[config.mk]
export PLATFORM = sky130hd
export DESIGN_NAME = input_matrix_scanner_flat
export DESIGN_NICKNAME = d
export VERILOG_FILES = /design/src/rtl/input_matrix_scanner_pkg.sv /design/src/rtl/input_matrix_scanner_if.sv /design/src/rtl/input_matrix_scanner_debouncer.sv /design/src/rtl/input_matrix_scanner.sv /design/src/flat_wrapper.sv
export SDC_FILE = /design/constraint.sdc
export NUM_CORES = 1
export LEC_CHECK = 0
export CAP_MARGIN = 20
export CORE_MARGIN = 2
export CORE_UTILIZATION = 29
export DETAILED_ROUTE_END_ITERATION = 8
export PLACE_DENSITY = 0.55
export RECOVER_POWER = 25
export SLEW_MARGIN = 20
export SYNTH_ARGS = -nofsm -noshare
export SYNTH_HDL_FRONTEND = slang
export SYNTH_HIERARCHICAL = 1
export SYNTH_SLANG_ARGS = --single-unit
[constraint.sdc]
create_clock -name clk -period 6.1 [get_ports clk]
set_input_delay 1.83 -clock clk [delete_from_list [all_inputs] [get_ports clk]]
set_output_delay 1.83 -clock clk [all_outputs]
set_load 0.1 [all_outputs]
[src/rtl/input_matrix_scanner_pkg.sv]
// rtl/input_matrix_scanner_pkg.sv - button codes, button bit positions and code decoder
// Shared by the scanner and the config loader so both agree on what a code selects.
package input_matrix_scanner_pkg;

  localparam logic [6:0] CODE_DPAD_UP    = 7'd0;
  localparam logic [6:0] CODE_DPAD_DOWN  = 7'd1;
  localparam logic [6:0] CODE_DPAD_LEFT  = 7'd2;
  localparam logic [6:0] CODE_DPAD_RIGHT = 7'd3;
  localparam logic [6:0] CODE_B          = 7'd4;
  localparam logic [6:0] CODE_A          = 7'd5;
  localparam logic [6:0] CODE_Y          = 7'd6;
  localparam logic [6:0] CODE_X          = 7'd7;
  localparam logic [6:0] CODE_TRIG_L     = 7'd12;
  localparam logic [6:0] CODE_SELECT     = 7'd13;
  localparam logic [6:0] CODE_START      = 7'd14;
  localparam logic [6:0] CODE_TRIG_R     = 7'd16;
  localparam logic [6:0] CODE_DPAD2_UP   = 7'd17;
  localparam logic [6:0] CODE_DPAD2_DOWN = 7'd18;
  localparam logic [6:0] CODE_DPAD2_LEFT = 7'd19;
  localparam logic [6:0] CODE_DPAD2_RIGHT= 7'd20;
  localparam logic [6:0] CODE_X2         = 7'd21;
  localparam logic [6:0] CODE_B2         = 7'd22;
  localparam logic [6:0] CODE_Y2         = 7'd23;
  localparam logic [6:0] CODE_A2         = 7'd24;
  localparam logic [6:0] CODE_UNUSED     = 7'h7F;

  localparam logic [3:0] BTN_UP     = 4'd0;
  localparam logic [3:0] BTN_DOWN   = 4'd1;
  localparam logic [3:0] BTN_LEFT   = 4'd2;
  localparam logic [3:0] BTN_RIGHT  = 4'd3;
  localparam logic [3:0] BTN_A      = 4'd4;
  localparam logic [3:0] BTN_B      = 4'd5;
  localparam logic [3:0] BTN_X      = 4'd6;
  localparam logic [3:0] BTN_Y      = 4'd7;
  localparam logic [3:0] BTN_TRIG_L = 4'd8;
  localparam logic [3:0] BTN_TRIG_R = 4'd9;
  localparam logic [3:0] BTN_START  = 4'd10;
  localparam logic [3:0] BTN_SELECT = 4'd11;

  typedef struct packed {
    logic       valid;
    logic [3:0] index;
  } btn_sel_t;

  function automatic btn_sel_t code_to_button(input logic [6:0] code);
    btn_sel_t sel;
    sel.valid = 1'b1;
    sel.index = BTN_UP;
    case (code)
      CODE_DPAD_UP,    CODE_DPAD2_UP:    sel.index = BTN_UP;
      CODE_DPAD_DOWN,  CODE_DPAD2_DOWN:  sel.index = BTN_DOWN;
      CODE_DPAD_LEFT,  CODE_DPAD2_LEFT:  sel.index = BTN_LEFT;
      CODE_DPAD_RIGHT, CODE_DPAD2_RIGHT: sel.index = BTN_RIGHT;
      CODE_A,          CODE_A2:          sel.index = BTN_A;
      CODE_B,          CODE_B2:          sel.index = BTN_B;
      CODE_X,          CODE_X2:          sel.index = BTN_X;
      CODE_Y,          CODE_Y2:          sel.index = BTN_Y;
      CODE_TRIG_L:                       sel.index = BTN_TRIG_L;
      CODE_TRIG_R:                       sel.index = BTN_TRIG_R;
      CODE_START:                        sel.index = BTN_START;
      CODE_SELECT:                       sel.index = BTN_SELECT;
      default:                           sel.valid = 1'b0;
    endcase
    return sel;
  endfunction

endpackage

[src/rtl/input_matrix_scanner_if.sv]
// rtl/input_matrix_scanner_if.sv - strobe/K-line bundle between the scanner and the MPU
// The MPU drives the row strobes and samples K plus the aux lines.
interface input_matrix_scanner_if #(
  parameter int NUM_STROBES = 8,
  parameter int K_WIDTH     = 4
);
  logic [NUM_STROBES-1:0] strobe;
  logic [K_WIDTH-1:0]     input_k;
  logic                   input_beta;
  logic                   input_ba;
  logic                   input_acl;
  logic                   k_wake;

  modport scanner (
    input  strobe,
    output input_k, input_beta, input_ba, input_acl, k_wake
  );

  modport mpu (
    output strobe,
    input  input_k, input_beta, input_ba, input_acl, k_wake
  );
endinterface

[src/rtl/input_matrix_scanner_debouncer.sv]
// rtl/input_matrix_scanner_debouncer.sv - single-button synchroniser and stability debouncer
// A change is accepted only after DEBOUNCE_CYCLES consecutive differing samples; 0 bypasses.
module input_debouncer #(
  parameter int DEBOUNCE_CYCLES = 16
) (
  input  logic clk,
  input  logic reset_n,
  input  logic button_raw,
  output logic button_db
);
  localparam int CNT_W = (DEBOUNCE_CYCLES > 0) ? $clog2(DEBOUNCE_CYCLES + 1) : 1;

  logic             sync1_q, sync1_d;
  logic             sync2_q, sync2_d;
  logic             stable_q, stable_d;
  logic [CNT_W-1:0] count_q, count_d;

  always_comb begin
    sync1_d  = button_raw;
    sync2_d  = sync1_q;
    stable_d = stable_q;
    count_d  = '0;
    if (DEBOUNCE_CYCLES == 0) begin
      stable_d = sync2_q;
    end else if (sync2_q != stable_q) begin
      // Any sample matching the stable value falls through with count_d = 0.
      if (count_q == CNT_W'(DEBOUNCE_CYCLES - 1)) begin
        stable_d = sync2_q;
      end else begin
        count_d = count_q + CNT_W'(1);
      end
    end
  end

  always_ff @(posedge clk) begin
    if (!reset_n) begin
      sync1_q  <= 1'b0;
      sync2_q  <= 1'b0;
      stable_q <= 1'b0;
      count_q  <= '0;
    end else begin
      sync1_q  <= sync1_d;
      sync2_q  <= sync2_d;
      stable_q <= stable_d;
      count_q  <= count_d;
    end
  end

  assign button_db = stable_q;
endmodule

[src/rtl/input_matrix_scanner.sv]
// rtl/input_matrix_scanner.sv - debounced pad buttons mapped through per-strobe codes onto MPU K lines
// Two register stages: strobe-qualified row OR plus grounded row, then the combined K and wake detect.
module input_matrix_scanner
  import input_matrix_scanner_pkg::*;
#(
  parameter int NUM_STROBES     = 8,
  parameter int K_WIDTH         = 4,
  parameter int NUM_BUTTONS     = 12,
  parameter int DEBOUNCE_CYCLES = 16
) (
  input  logic                               clk,
  input  logic                               reset_n,
  input  logic [NUM_STROBES*K_WIDTH*8-1:0]   row_config,
  input  logic [3:0]                         grounded_row,
  input  logic [23:0]                        aux_config,
  input  logic [NUM_BUTTONS-1:0]             buttons_raw,
  input_matrix_scanner_if.scanner            mpu
);
  logic [NUM_BUTTONS-1:0] btn_db;

  for (genvar b = 0; b < NUM_BUTTONS; b++) begin : g_db
    input_debouncer #(.DEBOUNCE_CYCLES(DEBOUNCE_CYCLES)) u_db (
      .clk        (clk),
      .reset_n    (reset_n),
      .button_raw (buttons_raw[b]),
      .button_db  (btn_db[b])
    );
  end

  function automatic logic map_code(input logic [7:0] code, input logic [NUM_BUTTONS-1:0] btn);
    btn_sel_t sel;
    logic     hit;
    sel = code_to_button(code[6:0]);
    hit = 1'b0;
    for (int i = 0; i < NUM_BUTTONS; i++) begin
      if (sel.valid && int'(sel.index) == i) hit = btn[i];
    end
    return hit ^ code[7];
  endfunction

  logic [K_WIDTH-1:0] row_map [NUM_STROBES];
  logic [K_WIDTH-1:0] main_k_q, main_k_d;
  logic [K_WIDTH-1:0] ground_k_q, ground_k_d;
  logic [K_WIDTH-1:0] input_k_q, input_k_d;
  logic               k_wake_q, k_wake_d;
  logic               beta_q, beta_d;
  logic               ba_q, ba_d;
  logic               acl_q, acl_d;

  always_comb begin
    main_k_d   = '0;
    ground_k_d = '0;
    for (int r = 0; r < NUM_STROBES; r++) begin
      for (int k = 0; k < K_WIDTH; k++) begin
        row_map[r][k] = map_code(row_config[(r*K_WIDTH+k)*8 +: 8], btn_db);
      end
      if (mpu.strobe[r]) main_k_d = main_k_d | row_map[r];
      // grounded_row is 1-based; 0 and rows past NUM_STROBES never match.
      if (int'(grounded_row) == r + 1) ground_k_d = row_map[r];
    end
    input_k_d = main_k_q | ground_k_q;
    k_wake_d  = (input_k_q == '0) && (input_k_d != '0);
    beta_d    = map_code(aux_config[7:0],   btn_db);
    ba_d      = map_code(aux_config[15:8],  btn_db);
    acl_d     = map_code(aux_config[23:16], btn_db);
  end

  always_ff @(posedge clk) begin
    if (!reset_n) begin
      main_k_q   <= '0;
      ground_k_q <= '0;
      input_k_q  <= '0;
      k_wake_q   <= 1'b0;
      beta_q     <= 1'b0;
      ba_q       <= 1'b0;
      acl_q      <= 1'b0;
    end else begin
      main_k_q   <= main_k_d;
      ground_k_q <= ground_k_d;
      input_k_q  <= input_k_d;
      k_wake_q   <= k_wake_d;
      beta_q     <= beta_d;
      ba_q       <= ba_d;
      acl_q      <= acl_d;
    end
  end

  assign mpu.input_k    = input_k_q;
  assign mpu.k_wake     = k_wake_q;
  assign mpu.input_beta = beta_q;
  assign mpu.input_ba   = ba_q;
  assign mpu.input_acl  = acl_q;
endmodule

[src/flat_wrapper.sv]
// flat-port wrapper written by rule: the top's interface ports become plain ports
module input_matrix_scanner_flat import input_matrix_scanner_pkg::*;
#(
  parameter int NUM_STROBES     = 8,
  parameter int K_WIDTH         = 4,
  parameter int NUM_BUTTONS     = 12,
  parameter int DEBOUNCE_CYCLES = 16
)
  (clk, reset_n, row_config, grounded_row, aux_config, buttons_raw, mpu_strobe, mpu_input_k, mpu_input_beta, mpu_input_ba, mpu_input_acl, mpu_k_wake);
  input_matrix_scanner_if #(.NUM_STROBES(NUM_STROBES), .K_WIDTH(K_WIDTH)) mpu_i ();
  input  logic clk;
  input  logic reset_n;
  input  logic [NUM_STROBES*K_WIDTH*8-1:0] row_config;
  input  logic [3:0] grounded_row;
  input  logic [23:0] aux_config;
  input  logic [NUM_BUTTONS-1:0] buttons_raw;
  input wire logic [$bits(mpu_i.strobe)-1:0] mpu_strobe;
  output wire logic [$bits(mpu_i.input_k)-1:0] mpu_input_k;
  output wire logic [$bits(mpu_i.input_beta)-1:0] mpu_input_beta;
  output wire logic [$bits(mpu_i.input_ba)-1:0] mpu_input_ba;
  output wire logic [$bits(mpu_i.input_acl)-1:0] mpu_input_acl;
  output wire logic [$bits(mpu_i.k_wake)-1:0] mpu_k_wake;
  assign mpu_i.strobe = mpu_strobe;
  assign mpu_input_k = mpu_i.input_k;
  assign mpu_input_beta = mpu_i.input_beta;
  assign mpu_input_ba = mpu_i.input_ba;
  assign mpu_input_acl = mpu_i.input_acl;
  assign mpu_k_wake = mpu_i.k_wake;
  input_matrix_scanner #(.NUM_STROBES(NUM_STROBES), .K_WIDTH(K_WIDTH), .NUM_BUTTONS(NUM_BUTTONS), .DEBOUNCE_CYCLES(DEBOUNCE_CYCLES)) u_core (.clk(clk), .reset_n(reset_n), .row_config(row_config), .grounded_row(grounded_row), .aux_config(aux_config), .buttons_raw(buttons_raw), .mpu(mpu_i));
endmodule
=== After elaboration in Yosys (flattened, before gate mapping) ===
Cells that the tools add are included.

* Register bits after elaboration: 112
* Input port bits: 306

* $add $sub $neg: 12
* Equality and inequality tests: 1,082
* Muxes and demuxes: 506
* Bitwise logic cells: 56
* Reductions and logical operators: 797

{| class="wikitable"
|+ Operators by type and width
! kind !! number
|-
| equality test 7 x 5 -> 1 bit, second input constant || 315
|-
| one-hot mux 4 bit (11 select lines) || 35
|-
| equality test 4 bit, second input constant || 285
|-
| equality test 7 x 3 -> 1 bit, second input constant || 140
|-
| equality test 7 x 4 -> 1 bit, second input constant || 105
|-
| OR reduction 20 bit || 35
|-
| equality test 7 x 2 -> 1 bit, second input constant || 70
|-
| OR reduction 2 bit || 245
|-
| two-way mux 1 bit || 455
|-
| logical AND 1 bit || 421
|-
| equality test 4 x 3 -> 1 bit, second input constant || 72
|-
| equality test 7 x 1 -> 1 bit, second input constant || 35
|-
| zero test 7 bit || 35
|-
| equality test 4 x 2 -> 1 bit, second input constant || 36
|-
| zero test 4 bit || 36
|-
| two-way mux 4 bit || 16
|-
| adder 5 x 1 -> 5 bit, second input constant || 12
|-
| equality test 5 x 4 -> 1 bit, second input constant || 12
|-
| OR reduction 3 bit || 12
|-
| XOR 1 bit || 35
|-
| bitwise OR 4 bit || 8
|-
| AND reduction 2 bit || 12
|-
| inverter 1 bit || 13
|-
| inequality test 1 bit || 12
|-
| nonzero test 4 bit || 1
|}

=== Longest topological paths before layout ===
* Depth in word-level cells: 33
* Gate-level depth with buffers: 13

=== Cells and area by module ===
The synthesis kept the hierarchy.

{| class="wikitable"
|+ By module, submodules not included
! module !! times used !! cells each !! area an instance (um^2) !! seq. area each (um^2)
|-
| input_matrix_scanner || 1 || 2,692 || 16,613.4 || 320.3
|-
| input_debouncer || 12 || 27 || 289.0 || 160.2
|}

=== Worst setup path after synthesis ===
Ideal clock, no wire load.

* Path type: input to register
* Start point: in row_config[116]
* End point: reg u_core.ground_k_q[2]
* Setup time: 0.129 ns
* Data arrival time: 4.092 ns
* Data required time: 5.971 ns
* Path slack: 1.878 ns
* Stages on the path: 11
* Path through: clkbuf_1 -> and3b_1 -> o311a_1 -> a21oi_1 -> mux2_2 -> a31o_2 -> o21ai_1 -> mux2_2 -> o32ai_1 -> a211o_1 -> a31oi_1

* Word-level cells in the longest chain between the ends: 23

{| class="wikitable"
|+ RTL lines
! element !! RTL line !! text
|-
| start: declaration || flat_wrapper.sv:13 || <nowiki>input logic [NUM_STROBES*K_WIDTH*8-1:0] row_config;</nowiki>
|-
| equality test 7 x 3 -> 1 bit, or another cell as far along || input_matrix_scanner_pkg.sv:49 || <nowiki>case (code)</nowiki>
|-
| OR reduction 2 bit || - ||
|-
| one-hot mux 4 bit (11 select lines) || input_matrix_scanner_pkg.sv:49 ||
|-
| zero test 4 bit || input_matrix_scanner.sv:36 || <nowiki>if (sel.valid && int'(sel.index) == i) hit = btn[i];</nowiki>
|-
| logical AND 1 bit || input_matrix_scanner.sv:36 ||
|-
| two-way mux 1 bit (11 in a row) || input_matrix_scanner.sv:36 ||
|-
| two-way mux 1 bit (*) || input_matrix_scanner.sv:36 ||
|-
| XOR 1 bit (*) || input_matrix_scanner.sv:38 || <nowiki>return hit ^ code[7];</nowiki>
|-
| two-way mux 4 bit (*) (5 in a row) || input_matrix_scanner.sv:59 || <nowiki>if (int'(grounded_row) == r + 1) ground_k_d = row_map[r];</nowiki>
|-
| end signal: assignment || input_matrix_scanner.sv:79 || <nowiki>ground_k_q <= ground_k_d;</nowiki>
|-
| end: declaration || input_matrix_scanner.sv:43 || <nowiki>logic [K_WIDTH-1:0] ground_k_q, ground_k_d;</nowiki>
|}

Every way passes the cells marked *; elsewhere a longest branch is shown, timed or not.
A chain may end at the register's enable or synchronous reset.

=== Final worst setup path ===
* Start point: in row_config[58]
* End point: reg u_core.ground_k_q[3]

* Word-level cells in the longest chain between the ends: 25

{| class="wikitable"
|+ RTL lines
! element !! RTL line
|-
| equality test 7 x 3 -> 1 bit, or another cell as far along || input_matrix_scanner_pkg.sv:49
|-
| OR reduction 2 bit || -
|-
| one-hot mux 4 bit (11 select lines) || input_matrix_scanner_pkg.sv:49
|-
| zero test 4 bit || input_matrix_scanner.sv:36
|-
| logical AND 1 bit || input_matrix_scanner.sv:36
|-
| two-way mux 1 bit (11 in a row) || input_matrix_scanner.sv:36
|-
| two-way mux 1 bit (*) || input_matrix_scanner.sv:36
|-
| XOR 1 bit (*) || input_matrix_scanner.sv:38
|-
| two-way mux 4 bit (*) (7 in a row) || input_matrix_scanner.sv:59
|}

Marked as above.

==> impl_metrics.yaml <==
run_status:
  status: "finished clean"
critical_path:
  required_ns: 6.41
  cp.arrival_ns: 5.41
  startpoint_type: "primary input"
  end_kind: "flip-flop"
  crit_type: "primary input to flip-flop"
  crit_fanout: 19
  r2r_slack_ns: 2.32
grt:
  top_usage_layer: "met2"
  grt_pass1_wl_mm: 123
  grt_util_met1_pct: 30.8
  grt_max_degree: 36
  grt_antenna_before_repair: 21
  grt_pass1_vias: 20648
  grtUsageMet3_pct: 4.28
  track_usage_pct: 22.1
  grt_util_met2_pct: 33.9
  overflow: 0
hold_path:
  hold_class: "flip-flop to flip-flop"
clock_network:
  htreeDepth: 3
  ctsResizeCount: 0
  cts_sinks: 112
  numCtsBuffers: 9
  cts_tree: "done"
  post-cts-setup-buffer-count: 0
  cts-root-buf: "clkbuf_16"
  postCtsHoldBufs: 0
  clk_pin_slew_ns: 0.09
  worstSkewPairLatency_ns: 0.39
  cts_buffer_depth: 2
placed_design:
  gp_congestion: 0.900
  place_inst: 4034
  dpl.hpwl_mm: 59.0
  io_buffers: 313
  pre_cts_ws_ns: 0.682
pwr:
  power.density_nw_per_um2: 107
  p_leak_nw: 8.14
  total_power_mw: 2.56
  ir_drop_mv: 0.145
timing:
  setup_viol: 0
  max_freq_mhz: 196
  max-slew-margin-rel_pct: 22.1
  timing.hold.ws_ns: 0.436
  hold_viol_final: 0
  worst_pin_slew_ns: 1.17
  finalClockSkew_ns: 0.0125
  slew_viol_final: 0
  finalCritPeriodShare_pct: 83.5
  fin_crit_ns: 5.09
  rsz0062_at_grt: "false"
  finalSetupTns_ns: 0
  fin_ws_ns: 1.01
drt:
  routed_wl_mm: 83.2
  ant_nets: 0
  viasPerCell: 5.84
  vias: 23676
  drcViolationCount: 0
  avgRoutedWirePerCell_um: 20.5
  drtIter0Drc: 2303
  drtPass1Iterations: 6
layout:
  multi_input_area_sq_um: 16400
  n_fill_cell: 7323
  syn_to_final_growth_pct: 19.5
  final_common_cell: "clkdlybuf4s50_1"
  fin_nets: 3444
  fin_cells: 4057
  most-common-layout-cells: "clkdlybuf4s50_1, nor2_1, a21oi_1"
  drive_gt1_share_pct: 6.06
  final-seq-area_sq_um: 2260
synthesis:
  syn_area_per_cell_sq_um: 6.66
  synthCells: 3016
  syn_nets: 3346
  yosysSeqAreaShare_pct: 11.2
  synth_edf_count: 0
  async_flop_share_pct: 0
  ys.flop_type: "dfxtp_1"
  ys_warn_count: 6
  synth_area_sq_um: 20100
  synth_cell_types: 99
  synth-seq-cells: 112
die:
  dieWidth_um: 267
  die_area_sq_um: 71400
  row_count: 96
  pin_count: 314
  initial_core_util_pct: 29.3
  core-area_sq_um: 68600
  die_y_um: 267
job:
  drv_cap: 0
==> path summary, 6_finish.rpt <==
path	from	to	cells past startpoint
max	row_config[58]	u_core/ground_k_q[3]	11
min	u_core/g_db[1].u_db/sync1_q	u_core/g_db[1].u_db/sync2_q	1
max reg2reg	u_core/g_db[10].u_db/button_db	u_core/ground_k_q[3]	10
min reg2reg	u_core/g_db[1].u_db/sync1_q	u_core/g_db[1].u_db/sync2_q	1
==> cells in the mapped netlist (85+ instances only) <==
cell / instances / share of area [%]
a21oi_1: 200 / 5.0
clkbuf_1: 228 / 4.3
dfxtp_1: 112 / 11
inv_1: 110 / 2.1
mux2i_1: 87 / 4.3
nand2_1: 136 / 2.5
nand2b_1: 143 / 4.5
nand3_1: 118 / 2.9
nor2_1: 309 / 5.8
nor2b_1: 106 / 3.3
nor3_1: 85 / 2.1
o21ai_0: 192 / 4.8
==> final cells by class <==
type                       instances  area share (%)
timing repair buffer             347            14.1
sequential                       112            9.41
antenna                            7          0.0730
multi-input combinational       2529            68.4
inverter                         115            1.80
tap                              931            4.85
clock inverter                     7           0.428
clock buffer                       9           0.939
==> sequential cells by signal, summed over array words and instances (netlist names) <==
register / flops
u_core/mpu.input_beta: 1
u_core/mpu.input_ba: 1
u_core/g_db.u_db/button_db: 12
u_core/mpu.input_k: 4
u_core/mpu.input_acl: 1
u_core/main_k_q: 4
u_core/g_db.u_db/sync2_q: 12
u_core/g_db.u_db/count_q: 60
u_core/mpu.k_wake: 1
u_core/g_db.u_db/sync1_q: 12
u_core/ground_k_q: 4
==> kinds of logic after synthesis <==
kind of cell | count (synthesis) | share of synthesized area, %
simple gates | 1316 | 36.6
mux | 107 | 5.68
flops | 112 | 11.2
buf+inv | 375 | 7.10
compound gates | 983 | 33.6
xor+xnor | 96 | 4.19
fa+ha+maj | 27 | 1.64
==> power breakdown <==
group | internal [mW] | switching [mW]
logic | 0.483 | 0.639
clock network | 0.309 | 0.370
registers | 0.749 | 0.00897
==> worst max-delay path, cell delays in order <==
cell and delay (ns):
clkdlybuf4s50_1 0.84, nand2b_1 0.22, or3_1 0.35, nor4b_1 0.41
or2_2 0.19, o311ai_1 0.14, xnor2_1 0.57, a21oi_1 0.16
a2bb2oi_1 0.16, a311o_1 0.33, a41oi_1 0.19
==> routing by layer <==
| layer | vias up | wire [um] | part of all wire [%] |
|---|---|---|---|
| met5 | - | 130 | 0.16 |
| met4 | 22 | 2080 | 2.5 |
| met3 | 134 | 6760 | 8.1 |
| met2 | 946 | 36500 | 44 |
| met1 | 11102 | 37700 | 45 |
| li1 | 11472 | - | - |
==> stage by stage <==
step	area, sq um	utilization, %
floorplan	20100	-
global placement	23700	34.5
detailed placement	23700	34.5
CTS	24000	35.0
global route	24000	35.0
finish	24000	35.0
(Power assumes the default switching activity.)
